==> config.mk <==
export PLATFORM = sky130hd
export DESIGN_NAME = sap_controller_sequencer
export DESIGN_NICKNAME = d
export VERILOG_FILES = /design/src/rtl/sap_pkg.sv /design/src/rtl/sap_ring_counter.sv /design/src/rtl/sap_controller_sequencer.sv
export SDC_FILE = /design/constraint.sdc
export NUM_CORES = 1
export LEC_CHECK = 0
export CAP_MARGIN = 20
export CORE_MARGIN = 8
export CORE_UTILIZATION = 45
export DETAILED_ROUTE_END_ITERATION = 8
export MAX_ROUTING_LAYER = met4
export PLACE_DENSITY = 0.74
export SYNTH_ARGS = -nofsm -noshare
export SYNTH_HDL_FRONTEND = slang
export SYNTH_SLANG_ARGS = --single-unit
==> constraint.sdc <==
create_clock -name clk -period 5.9 [get_ports clk]
set_input_delay 1.18 -clock clk [delete_from_list [all_inputs] [get_ports clk]]
set_output_delay 1.18 -clock clk [all_outputs]
set_load 0.01 [all_outputs]
==> src/rtl/sap_pkg.sv <==
// rtl/sap_pkg.sv - shared opcodes, T-state encodings and control word layout for the SAP-1 sequencer
package sap_pkg;

    // Instruction opcodes (upper nibble of the instruction register)
    localparam logic [3:0] OP_LDA = 4'h0;
    localparam logic [3:0] OP_ADD = 4'h1;
    localparam logic [3:0] OP_SUB = 4'h2;
    localparam logic [3:0] OP_JMP = 4'h3;
    localparam logic [3:0] OP_OUT = 4'hE;
    localparam logic [3:0] OP_HLT = 4'hF;

    // One-hot ring counter states, bit0 = T1
    localparam logic [5:0] T1 = 6'b000001;
    localparam logic [5:0] T2 = 6'b000010;
    localparam logic [5:0] T3 = 6'b000100;
    localparam logic [5:0] T4 = 6'b001000;
    localparam logic [5:0] T5 = 6'b010000;
    localparam logic [5:0] T6 = 6'b100000;

    // Control word, MSB first in this field order
    typedef struct packed {
        logic cp;
        logic ep;
        logic lm;
        logic mar_en;
        logic ce;
        logic li;
        logic ei;
        logic la;
        logic ea;
        logic su;
        logic eu;
        logic lb;
        logic lo;
        logic lp;
    } ctrl_word_t;

endpackage

==> src/rtl/sap_ring_counter.sv <==
// rtl/sap_ring_counter.sv - six-state one-hot T-state ring counter
//
// Ports:
//   clk     in   ring advances on the falling edge
//   clr     in   asynchronous active-high reset to T1
//   freeze  in   hold the current state (used while halted)
//   t_state out  one-hot state, bit0 = T1
module sap_ring_counter
    import sap_pkg::*;
(
    input  logic       clk,
    input  logic       clr,
    input  logic       freeze,
    output logic [5:0] t_state
);

    logic [5:0] t_state_q;
    logic [5:0] t_state_d;

    always_comb begin
        t_state_d = t_state_q;
        // Any non-one-hot pattern is recovered to T1, even while frozen.
        if (!$onehot(t_state_q)) begin
            t_state_d = T1;
        end else if (!freeze) begin
            t_state_d = {t_state_q[4:0], t_state_q[5]};
        end
    end

    always_ff @(negedge clk or posedge clr) begin
        if (clr) begin
            t_state_q <= T1;
        end else begin
            t_state_q <= t_state_d;
        end
    end

    assign t_state = t_state_q;

endmodule

==> src/rtl/sap_controller_sequencer.sv <==
// rtl/sap_controller_sequencer.sv - SAP-1 controller-sequencer: ring counter plus opcode decode
//
// Optional feature macro: SAP_JUMP_EN (JMP opcode asserts ei/lp at T4).
//
// Parameters:
//   OP_W           opcode width
//   HALT_ON_UNDEF  1 = undefined opcode halts like HLT, 0 = executes as NOP
// Ports:
//   clk      in   system clock; state advances on the falling edge
//   clr      in   asynchronous active-high reset; forces all strobes low
//   opcode   in   instruction register bits [7:4]
//   t_state  out  one-hot ring counter, bit0 = T1
//   cp ep lm mar_en ce li ei la ea su eu lb lo lp  out  datapath strobes
//   halt     out  processor halted
module sap_controller_sequencer
    import sap_pkg::*;
#(
    parameter int OP_W          = 4,
    parameter int HALT_ON_UNDEF = 0
) (
    input  logic            clk,
    input  logic            clr,
    input  logic [OP_W-1:0] opcode,
    output logic [5:0]      t_state,
    output logic            cp,
    output logic            ep,
    output logic            lm,
    output logic            mar_en,
    output logic            ce,
    output logic            li,
    output logic            ei,
    output logic            la,
    output logic            ea,
    output logic            su,
    output logic            eu,
    output logic            lb,
    output logic            lo,
    output logic            lp,
    output logic            halt
);

    logic [OP_W-1:0] op_q;
    logic [OP_W-1:0] op_d;
    logic            halt_q;
    logic            halt_d;
    ctrl_word_t      cw;

    logic is_lda;
    logic is_add;
    logic is_sub;
    logic is_jmp;
    logic is_out;
    logic is_hlt;
    logic op_defined;
    logic halts_here;

    sap_ring_counter u_ring (
        .clk     (clk),
        .clr     (clr),
        .freeze  (halt_q),
        .t_state (t_state)
    );

    assign is_lda = (op_q == OP_W'(OP_LDA));
    assign is_add = (op_q == OP_W'(OP_ADD));
    assign is_sub = (op_q == OP_W'(OP_SUB));
    assign is_out = (op_q == OP_W'(OP_OUT));
    assign is_hlt = (op_q == OP_W'(OP_HLT));
`ifdef SAP_JUMP_EN
    assign is_jmp = (op_q == OP_W'(OP_JMP));
`else
    assign is_jmp = 1'b0;
`endif

    assign op_defined = is_lda | is_add | is_sub | is_out | is_hlt | is_jmp;
    assign halts_here = is_hlt | ((HALT_ON_UNDEF != 0) & ~op_defined);

    // Opcode is captured as T3 ends (after li); halt latches as T4 ends.
    always_comb begin
        op_d   = op_q;
        halt_d = halt_q;
        if (!halt_q && (t_state == T3)) begin
            op_d = opcode;
        end
        if (!halt_q && (t_state == T4) && halts_here) begin
            halt_d = 1'b1;
        end
    end

    always_ff @(negedge clk or posedge clr) begin
        if (clr) begin
            op_q   <= '0;
            halt_q <= 1'b0;
        end else begin
            op_q   <= op_d;
            halt_q <= halt_d;
        end
    end

    always_comb begin
        cw = '0;
        if (!clr && !halt_q) begin
            case (t_state)
                T1: begin
                    cw.ep = 1'b1;
                    cw.lm = 1'b1;
                end
                T2: cw.cp = 1'b1;
                T3: begin
                    cw.ce = 1'b1;
                    cw.li = 1'b1;
                end
                T4: begin
                    if (is_lda || is_add || is_sub) begin
                        cw.ei = 1'b1;
                        cw.lm = 1'b1;
                    end else if (is_out) begin
                        cw.ea = 1'b1;
                        cw.lo = 1'b1;
                    end else if (is_jmp) begin
                        cw.ei = 1'b1;
                        cw.lp = 1'b1;
                    end
                end
                T5: begin
                    if (is_lda) begin
                        cw.ce = 1'b1;
                        cw.la = 1'b1;
                    end else if (is_add || is_sub) begin
                        cw.ce = 1'b1;
                        cw.lb = 1'b1;
                    end
                end
                T6: begin
                    if (is_add || is_sub) begin
                        cw.eu = 1'b1;
                        cw.la = 1'b1;
                        cw.su = is_sub;
                    end
                end
                default: ;
            endcase
        end
        // The address register gates both load and output with its enable.
        cw.mar_en = cw.lm | cw.ce;
    end

    assign cp     = cw.cp;
    assign ep     = cw.ep;
    assign lm     = cw.lm;
    assign mar_en = cw.mar_en;
    assign ce     = cw.ce;
    assign li     = cw.li;
    assign ei     = cw.ei;
    assign la     = cw.la;
    assign ea     = cw.ea;
    assign su     = cw.su;
    assign eu     = cw.eu;
    assign lb     = cw.lb;
    assign lo     = cw.lo;
    assign lp     = cw.lp;
    assign halt   = halt_q;

endmodule
==> summary.txt, run 1 <==
Placement
  • Area after DPL: 1270 um2
  • DP Wirelength: 1790 um
  • Placed Cells incl. Taps: around 160
  • GPL Wtd Cong: roughly 0.76
  • Port Buffers: 25
  • Dpl ws: -0.0725 ns

Global route
  • GRT busiest layer: met2
  • GRT overflow: 0
  • Pin count of the biggest net entering global routing: 13
  • Global-route wire length before repair: about 3500 um
  • Initial antenna violation count: 0
  • Met1 GRT Util: between 10 and 15%
  • Total track usage: between 10% and 20%
  • Grt met2 use: 21.9%
  • Number of global-route vias before repair: between 700 and 800
  • Met3 Use GR: about 2.5%

Finish
  • Finished Layout Cells: between 150 and 200
  • Area of the multi-input gates: about 610 um2
  • Area delta synth->final: 42.6%
  • Sequential Area: between 200 and 300 um2
  • Post-route cell area: between 1000 and 1500 um2
  • Filler cell count: 180
  • Post-layout util: roughly two thirds
  • Layout cells sized above 1: about 28%
  • Ant. Diodes: 0
  • Nets: approximately 160

Yosys
  • Post-synth top cells: inv_1 (14), ha_1 (13), nor2_1 (12)
  • YS warnings: 0
  • Average size of a mapped cell: 9.56 um2
  • Synth async-reset ratio: 100%
  • Post-synth top area share: a little over a quarter
  • Most common flop cell mapped by yosys: dfrtn_1
  • Synth area leaders: dfrtn_1 (27%), ha_1 (18%), mux2i_1 (6.5%)
  • Leading area contributor after synthesis: dfrtn_1
  • Number of distinct library cells after synthesis: 31
  • Synthesized instance count: 97
  • Synthesized cell area: 927 um2
  • Most frequent cell after synthesis: inv_1
  • Yosys reg bits: 11
  • Syn Nets: between 100 and 150
  • EDFF count, synth: 0
  • Register area share after synthesis: ~30%

Floorplan
  • Ports: 27
  • Core area: approximately 2000 um2
  • Die Footprint: about 3800 um2
  • Std cell rows: 16
  • Die Wd: just over 60 um
  • Die Y: approximately 60 um
  • Initial Util: a little under half

Timing
  • Clk_skew: 0.0472 ns
  • Slew Viols, Final: 0
  • Final worst slack: a little over 0.09 ns
  • Count of final hold-check violations: 0
  • Final setup vio count: 0
  • Setup repair after global routing missed its margin: false

Flow run
  • Max-Cap Viols: 0

Critical path
  • Critical Path, Cell by Cell: inv_1 -> ha_2 -> buf_4 -> nand3_2 -> nand2b_4 -> o21ai_0 -> buf_2
  • CP Class: flop to output port
  • Worst Path Max Fanout: 5
  • Crit-path slowest cell: dfstp_2
  • CP startpoint kind: flop
  • Arr. time, crit path: 4.63 ns
  • Worst R2R Setup Slack: roughly 3.4 ns
  • Highest cell delay on the worst timing path: approximately 0.52 ns
  • Critical path capture point type: output port
  • Worst EP required: 4.72 ns

Clock network
  • Clock sink count: 11
  • Root Buffer: clkbuf_4
  • CTS tree: built
  • Maximum buffer depth of the clock tree: 2
  • Worst-skew pair later-pin latency: around 0.33 ns
  • CTS clk-pin slew, worst paths: 0.05 ns
  • Number of CTS-inserted buffers: 3
  • H-tree level count: 1

Route
  • Drt pass-1 iters: 4
  • Number of routed nets with antenna violations: 0
  • DR iter-0 viols: 10
  • DR DRC count: 0
  • Routed wire length per instance: between 10 and 15 um
  • Via/cell ratio: between 4 and 5
  • Vias: between 700 and 800
  • Final wirelength: about 2300 um

Power
  • Leakage: between 0.6 and 0.7 nW
  • Pwr/cell area: about 390 nW/um2
  • Peak supply drop: around 0.34 mV

Status
  • Outcome: finished, final reports clean

Hold path
  • Worst Hold Class: flop to flop
final timing paths:
check                                                    from                            end  cells after the start
worst max-delay path            u_ring.t_state[0]$_DFFE_NP1P_                             ce                      7
worst min-delay path                      op_q[3]$_DFFE_NP0P_            op_q[3]$_DFFE_NP0P_                      1
worst max register to register  u_ring.t_state[0]$_DFFE_NP1P_  u_ring.t_state[0]$_DFFE_NP1P_                      8
worst min register to register            op_q[3]$_DFFE_NP0P_            op_q[3]$_DFFE_NP0P_                      1
max in group asynchronous                                 clr  u_ring.t_state[0]$_DFFE_NP1P_                      2
min in group asynchronous                                 clr            op_q[1]$_DFFE_NP0P_                      2
through the flow:
step | TNS [ns] | total power, mW | hold WS (ns)
4_1_cts | 0 | 0.507 | 0.549
3_3_place_gp | 0 | 0.440 | 0.513
2_1_floorplan | 0 | 0.335 | 0.485
6_report | 0 | 0.513 | 0.554
5_1_grt | 0 | 0.553 | 0.577
3_5_place_dp | -0.129 | 0.450 | 0.505
where the power goes:
part | internal, mW | switching [mW]
Clock | 0.0254 | 0.0267
Combinational | 0.159 | 0.166
Sequential | 0.109 | 0.0267
sequential cells by signal, summed over array words and instances, names as in the netlist:
| name | cells |
|---|---|
| op_q | 4 |
| u_ring.t_state | 6 |
| halt | 1 |
cells in the final DEF, fill, tap and decap left out, types with 2 or more instances in the layout:
cell	Yosys	final
dfrtn_1	10	10
nand4_1	3	3
fa_1	2	2
clkbuf_4	0	3
buf_2	2	2
mux2i_1	6	6
inv_1	14	15
nand3_1	5	4
o21ai_0	2	2
clkbuf_2	0	3
dlygate4sd2_1	0	6
nand2_1	3	3
ha_2	0	3
buf_4	2	14
ha_1	13	10
clkdlybuf4s50_1	0	12
nor2_1	12	10
mux2_4	4	4
cell families after synthesis:
logic type	after synthesis	synth area share, %
AND/OR/NAND/NOR	32	18.4
buffers and inverters	20	9.99
adder cells (fa/ha/maj)	15	21.9
flip-flops	11	29.8
multiplexers	10	13.0
AO/OA/AOI/OAI	6	4.72
XOR/XNOR	2	1.89
other	1	0.404
critical path: cells and delay by family, from the launching register on:
kind / cells / cell delay (ns)
AO/OA/AOI/OAI: 1 / 0.08
AND/OR/NAND/NOR: 2 / 0.21
buffers and inverters: 3 / 0.35
flip-flops: 1 / 0.52
adder cells (fa/ha/maj): 1 / 0.19
layer usage:
metal	wire length [um]	vias to the layer above
li1	-	391
met1	1010	386
met2	1150	14
met3	86	2
met4	25	0
met5	0	-
layout make-up:
type                    instances  share of cell area, %
multi-input cells              66                   46.3
repair buffers                 39                   24.3
flip-flops and latches         11                   20.9
inverters                      13                   3.69
well taps                      27                   2.55
clock buffers                   3                   1.70
clock inverters                 2                  0.568
what timing repair did:
| item | CTS | global route |
|---|---|---|
| pin swaps | 0 | 1 |
| endpoints found under the setup margin | 13 | 9 |
| hold buffers | 0 | 0 |
| resized for setup | 26 | 13 |
| buffers inserted | 0 | 1 |
No activity file was read; power rests on OpenSTA's default activity.
==> run 2: changes to the inputs <==
--- a/config.mk
+++ b/config.mk
@@ -6,11 +6,12 @@
 export NUM_CORES = 1
 export LEC_CHECK = 0
 export CAP_MARGIN = 20
-export CORE_MARGIN = 8
+export CORE_MARGIN = 2
 export CORE_UTILIZATION = 45
 export DETAILED_ROUTE_END_ITERATION = 8
 export MAX_ROUTING_LAYER = met4
-export PLACE_DENSITY = 0.74
+export PLACE_DENSITY = 0.78
 export SYNTH_ARGS = -nofsm -noshare
 export SYNTH_HDL_FRONTEND = slang
+export SYNTH_HIERARCHICAL = 1
 export SYNTH_SLANG_ARGS = --single-unit
==> run 2 against run 1 <==
Effect of this change: global-route usage rose by 8.2 points; largest cell class unchanged; area after synthesis fell by 16%; combinational power rose by 4%; die area fell by 45%.
==> summary.txt, run 2 <==
Global route
  • Global-route wire length before repair: approximately 3000 um
  • Total track usage: about a fifth
  • Pin count of the biggest net entering global routing: 13
  • Number of global-route vias before repair: around 700
  • Initial antenna violation count: 0
  • GRT overflow: 0

Yosys
  • Leading area contributor after synthesis: dfrtn_1
  • Most frequent cell after synthesis: inv_1
  • Post-Synth XOR/XNOR Area: 1.13%
  • Most common flop cell mapped by yosys: dfrtn_1
  • Post-synth top cells: inv_1 (14), dfrtn_1 (10), nor2_1 (8)
  • Yosys reg bits: 11
  • Syn Nets: between 90 and 100
  • Average size of a mapped cell: ~9.6 um2
  • EDFF count, synth: 0
  • Synth Area in Adders: under 10%
  • Post-synth top area share: 32.2%
  • YS warnings: 6
  • Number of distinct library cells after synthesis: 30
  • Multiplexer share of the synthesized area: ~12%
  • Synthesized instance count: between 80 and 90
  • Synthesized cell area: around 800 um2
  • Simple-gate share of the synthesized area: roughly a quarter
  • Main combinational cell family by area after synthesis: simple AND/OR/NAND/NOR gates
  • Synth area leaders: dfrtn_1 (32%), fa_1 (7.7%), inv_1 (6.8%)
  • Synth async-reset ratio: 100%
  • Register area share after synthesis: about 36%
  • Compound-Gate Fraction of Synth Area: between 4 and 5%

Route
  • Routed wire length per instance: around 14 um
  • DR DRC count: 0
  • Number of routed nets with antenna violations: 0
  • Final wirelength: ~2000 um
  • Vias: approximately 760
  • DR iter-0 viols: 12
  • Via/cell ratio: 5.40
  • Drt pass-1 iters: 4

Timing
  • Fin Hold WS: roughly 0.58 ns
  • Final setup vio count: 0
  • Setup repair after global routing missed its margin: true
  • Slew Viols, Final: 0
  • Final worst slack: around 0.071 ns
  • Clk_skew: between 0.04 and 0.05 ns
  • Count of final hold-check violations: 0

Finish
  • Nets: ~140
  • Filler cell count: approximately 120
  • Ant. Diodes: 0
  • Max reg flops: 6
  • Layout cells sized above 1: 33.9%
  • Finished Layout Cells: between 100 and 150
  • Most frequent cells in the layout: buf_4 (18), inv_1 (14), clkdlybuf4s50_1 (12)
  • Sequential Area: 277 um2
  • Area delta synth->final: 55.5%
  • Area of the multi-input gates: approximately 480 um2
  • Most common cell after layout, fill and taps aside: buf_4

Clock network
  • H-tree level count: 1
  • Worst-skew pair later-pin latency: around 0.32 ns
  • Clock sink count: 11
  • Maximum buffer depth of the clock tree: 2
  • CTS clk-pin slew, worst paths: 0.05 ns
  • Root Buffer: clkbuf_4
  • CTS tree: built
  • Number of CTS-inserted buffers: 3
  • Hold-fix buffers at CTS: 0

Status
  • Outcome: finished, final reports clean

Power
  • Leakage: about 0.6 nW
  • Tot Pwr: around 0.54 mW
  • Pwr/cell area: between 400 and 500 nW/um2
  • Peak supply drop: 0.283 mV

Critical path
  • Critical path capture point type: output port
  • Worst EP required: between 4 and 5 ns
  • Worst R2R Setup Slack: 2.54 ns
  • Arr. time, crit path: between 4 and 5 ns
  • Reg2Reg Depth: 10
  • Worst Path Max Fanout: 3
  • CP Class: flop to output port
  • CP startpoint kind: flop

Floorplan
  • Initial Util: between 40% and 50%
  • Die Y: 45.6 um
  • Ports: 27
  • Std cell rows: 15
  • Die Wd: between 40 and 50 um
  • Die Footprint: between 2000 and 2500 um2
  • Core area: between 1500 and 2000 um2

Hold path
  • WHS Path Cells: 1
  • Worst Hold Class: flop to flop

Placement
  • Placed Cells incl. Taps: 130
  • Port Buffers: 25
  • Dpl ws: -0.0152 ns
  • DP Wirelength: 1450 um
  • GPL Wtd Cong: between 0.8 and 0.9

Flow run
  • Max-Cap Viols: 0
## run 2: changes by cell type after synthesis, moves of 2 or more
cell,delta
nor2b_1,+3
nor4_1,+4
nand4b_1,+2
nor3_1,+2
mux2_4,-4
ha_1,-12
nor2_1,-4
nand3_1,-5
mux2_2,+4
## run 2: layout make-up
type                       count  area share (%)
multi-input combinational     52            39.8
timing repair buffer          43            29.0
sequential                    11            22.9
inverter                      13            4.03
clock buffer                   3            1.86
tap                           17            1.76
clock inverter                 2           0.724
## run 2: path summary, 6_finish.rpt
check,start,to
min,op_q[3]$_DFFE_NP0P_,op_q[3]$_DFFE_NP0P_
max in group asynchronous,clr,u_ring/t_state[0]$_DFFE_NP1P_
min reg2reg,op_q[3]$_DFFE_NP0P_,op_q[3]$_DFFE_NP0P_
min in group asynchronous,clr,op_q[2]$_DFFE_NP0P_
max,u_ring/t_state[0]$_DFFE_NP1P_,mar_en
max reg2reg,u_ring/t_state[0]$_DFFE_NP1P_,u_ring/t_state[0]$_DFFE_NP1P_
## run 2: worst max-delay path, stage by stage (launching register included)
cell and delay (ns):
dfstp_2 0.39, nor4_4 0.30, buf_4 0.17, nand4_1 0.15, buf_4 0.19, o2111ai_2 0.05, buf_2 0.15
## run 2: power breakdown
part	internal (mW)	total [mW]	switching, mW
clock network	0.0256	0.0504	0.0248
logic	0.179	0.337	0.158
registers	0.110	0.151	0.0416
## run 2: repair_timing
action / CTS / global route
gates resized for setup: 22 / 12
pin swaps: 0 / 2
setup endpoints to repair: 13 / 6
buffers inserted: 3 / 4
## run 2: stage by stage
| stage | TNS (ns) | instance area [um2] | util, % |
|---|---|---|---|
| 2_1_floorplan | 0 | 778 | - |
| 3_3_place_gp | 0 | 1110 | 66.4 |
| 3_5_place_dp | -0.0182 | 1110 | 66.4 |
| 4_1_cts | 0 | 1170 | 70.1 |
| 5_1_grt | -0.00476 | 1210 | 72.4 |
| 6_report | 0 | 1210 | 72.4 |
## run 2: per-layer routing
layer	global-route usage (%)	up-vias	wire [um]	share of wire [%]
met5	-	-	0	0
met4	11.2	0	51	2.6
met3	2.78	6	85	4.3
met2	33.8	23	1090	55
met1	25.6	375	766	38
li1	-	357	-	-
## run 2: cell families after synthesis
group / after synthesis
other cells: 1
compound gates: 5
mux: 9
flops: 11
fa+ha+maj: 4
xor+xnor: 1
simple gates: 32
buf+inv: 18
==> run 3: changes to the inputs <==
==> constraint.sdc (replaced) <==
create_clock -name clk -period 7.5 [get_ports clk]
set_input_delay 1.5 -clock clk [delete_from_list [all_inputs] [get_ports clk]]
set_output_delay 1.5 -clock clk [all_outputs]
set_load 0.01 [all_outputs]
==> run 3 against run 2 <==
Effect of this change: count of clock-buffer cells in the layout did not move; clock skew rose by 0.0077 ns; sequential cell count did not move; register-to-register slack improved by 1.8 ns; global-route usage fell by 4.5 points; clock power fell by 23%; sequential share of layout area rose by 3.1 points; worst setup slack improved by 0.078 ns; highest routed layer unchanged.
==> summary.txt, run 3 (synthesized netlist as in run 2, its figures left out) <==
Clock network
  • CTS tree: built
  • CTS clk-pin slew, worst paths: around 0.05 ns
  • Root Buffer: clkbuf_4
  • Clock sink count: 11
  • H-tree level count: 1
  • Maximum buffer depth of the clock tree: 2
  • Hold-fix buffers at CTS: 0
  • Worst-skew pair later-pin latency: around 0.32 ns
  • Post_cts resized: 0
  • Number of CTS-inserted buffers: 3
  • Post-CTS Setup Repair Bufs: 0

Finish
  • Max reg flops: 6
  • Area delta synth->final: 37.0%
  • Sequential Area: 277 um2
  • Most common cell after layout, fill and taps aside: clkdlybuf4s50_1
  • Post-layout util: a little under two thirds
  • Most frequent cells in the layout: clkdlybuf4s50_1 (25), inv_1 (15), dfrtn_1 (10)
  • Area of the multi-input gates: around 430 um2
  • Nets: about 120
  • Ant. Diodes: 0
  • Finished Layout Cells: between 100 and 150
  • Filler cell count: 150
  • Layout cells sized above 1: roughly an eighth

Placement
  • DP Wirelength: approximately 1300 um
  • Port Buffers: 25
  • Placed Cells incl. Taps: 120
  • GPL Wtd Cong: between 0.7 and 0.8

Critical path
  • Reg2Reg Depth: 8
  • Arr. time, crit path: roughly 6 ns
  • Critical Path, Cell by Cell: nor4_4 -> nand4_1 -> nor4_2 -> clkdlybuf4s50_1
  • CP top delay family: simple AND/OR/NAND/NOR gates
  • Crit-path slowest cell: clkdlybuf4s50_1
  • Highest cell delay on the worst timing path: slightly below 0.6 ns
  • Worst R2R Setup Slack: 4.29 ns
  • Critical R2R Launch: u_ring/t_state[0]$_DFFE_NP1P_
  • CP Class: flop to output port
  • Critical path capture point type: output port
  • Worst R2R End: u_ring/t_state[0]$_DFFE_NP1P_
  • Crit path depth: 4
  • Worst Path Max Fanout: 8
  • Worst EP required: around 6 ns
  • Worst path buffer plus inverter count: 1
  • CP startpoint kind: flop

Floorplan
  • Core area: roughly 1700 um2
  • Std cell rows: 15
  • Die Wd: between 40 and 50 um
  • Die Y: approximately 46 um
  • Die Footprint: around 2100 um2
  • Initial Util: 46.6%
  • Ports: 27

Timing
  • Post-route setup TNS: 0 ns
  • Final setup vio count: 0
  • Slew Viols, Final: 0
  • Setup repair after global routing missed its margin: false
  • Clk_skew: between 0.05 and 0.06 ns
  • Count of final hold-check violations: 0

Route
  • Met2 routed WL: 756 um
  • Number of routed nets with antenna violations: 0
  • Final wirelength: 1550 um
  • Routed wire length per instance: roughly 12 um
  • DR top layer: met4
  • DR iter-0 viols: 5
  • Drt pass-1 iters: 4
  • Met1 WL: 744 um
  • Via/cell ratio: 5.27
  • DR DRC count: 0
  • Met3 WL: 37 um
  • Vias: between 600 and 700

Global route
  • Total track usage: approximately 17%
  • GRT overflow: 0
  • Pin count of the biggest net entering global routing: 13
  • Global-route wire length before repair: around 2400 um
  • Number of global-route vias before repair: 586
  • Initial antenna violation count: 0

Power
  • Clock power frac: 10.6%
  • Leakage: about 0.47 nW
  • Switching power: around 0.15 mW
  • Int Power: ~0.21 mW
  • Switching share of power: between 40% and 50%
  • Part of the power in registers: 33.0%
  • Combinational power share: 56.4%
  • Peak supply drop: a little under 0.2 mV
  • Pwr/cell area: 341 nW/um2

Status
  • Outcome: finished, final reports clean

Hold path
  • Hold endpoint: op_q[2]$_DFFE_NP0P_
  • Worst Hold Class: flop to flop
  • Hold path startpoint: op_q[2]$_DFFE_NP0P_
  • WHS Path Cells: 1

Flow run
  • Max-Cap Viols: 0
-- run 3: changes by cell type in the layout (fill, tap and decap cells not counted), moves of 2 or more --
cell             before  now
nor4_4                3    1
dlygate4sd2_1         8    0
clkdlybuf4s50_1      12   25
clkbuf_2              4    0
nor4_1                0    3
buf_4                18    1
-- run 3: stage by stage --
| step | hold WS [ns] | total power, mW | worst slack [ns] | cell area, um2 |
|---|---|---|---|---|
| 6_report | 0.492 | 0.364 | 0.150 | 1070 |
| 5_1_grt | 0.531 | 0.397 | 0.0345 | 1070 |
| 4_1_cts | 0.499 | 0.365 | 0.0929 | 1060 |
| 3_5_place_dp | 0.496 | 0.326 | 0.398 | 1030 |
| 3_3_place_gp | 0.490 | 0.317 | 0.436 | 1030 |
| 2_1_floorplan | 0.464 | 0.260 | 0.631 | 778 |
-- run 3: final cells by class --
class | instances | area share, %
clock buffers | 3 | 2.11
inverters | 13 | 4.58
well taps | 17 | 2.00
repair buffers | 26 | 24.2
multi-input cells | 52 | 40.5
clock inverters | 2 | 0.704
flip-flops and latches | 11 | 25.9
-- run 3: worst max path at each step --
stage	startpoint	end	slack, ns
4_1_cts	u_ring/t_state[0]$_DFFE_NP1P_	lo	0.09
2_1_floorplan	u_ring/t_state[1]$_DFFE_NP0P_	lo	0.63
3_3_place_gp	u_ring/t_state[1]$_DFFE_NP0P_	ea	0.44
5_1_grt	u_ring/t_state[0]$_DFFE_NP1P_	lo	0.03
3_5_place_dp	u_ring/t_state[1]$_DFFE_NP0P_	lo	0.40
6_report	u_ring/t_state[0]$_DFFE_NP1P_	lo	0.15
-- run 3: per-layer routing --
layer | track usage (%) | vias to the layer above
met1 | 22.4 | 317
met3 | 1.19 | 2
li1 | - | 324
met5 | - | -
met4 | 7.06 | 0
met2 | 25.6 | 11
-- run 3: power by group through the flow --
stage	Combinational, mW	Sequential (mW)	Clock (mW)
after detailed placement	0.204	0.121	0.00167
after global routing	0.228	0.125	0.0437
final	0.205	0.120	0.0387
after floorplan	0.138	0.120	0.00167
after CTS	0.205	0.120	0.0405
after global placement	0.197	0.118	0.00167
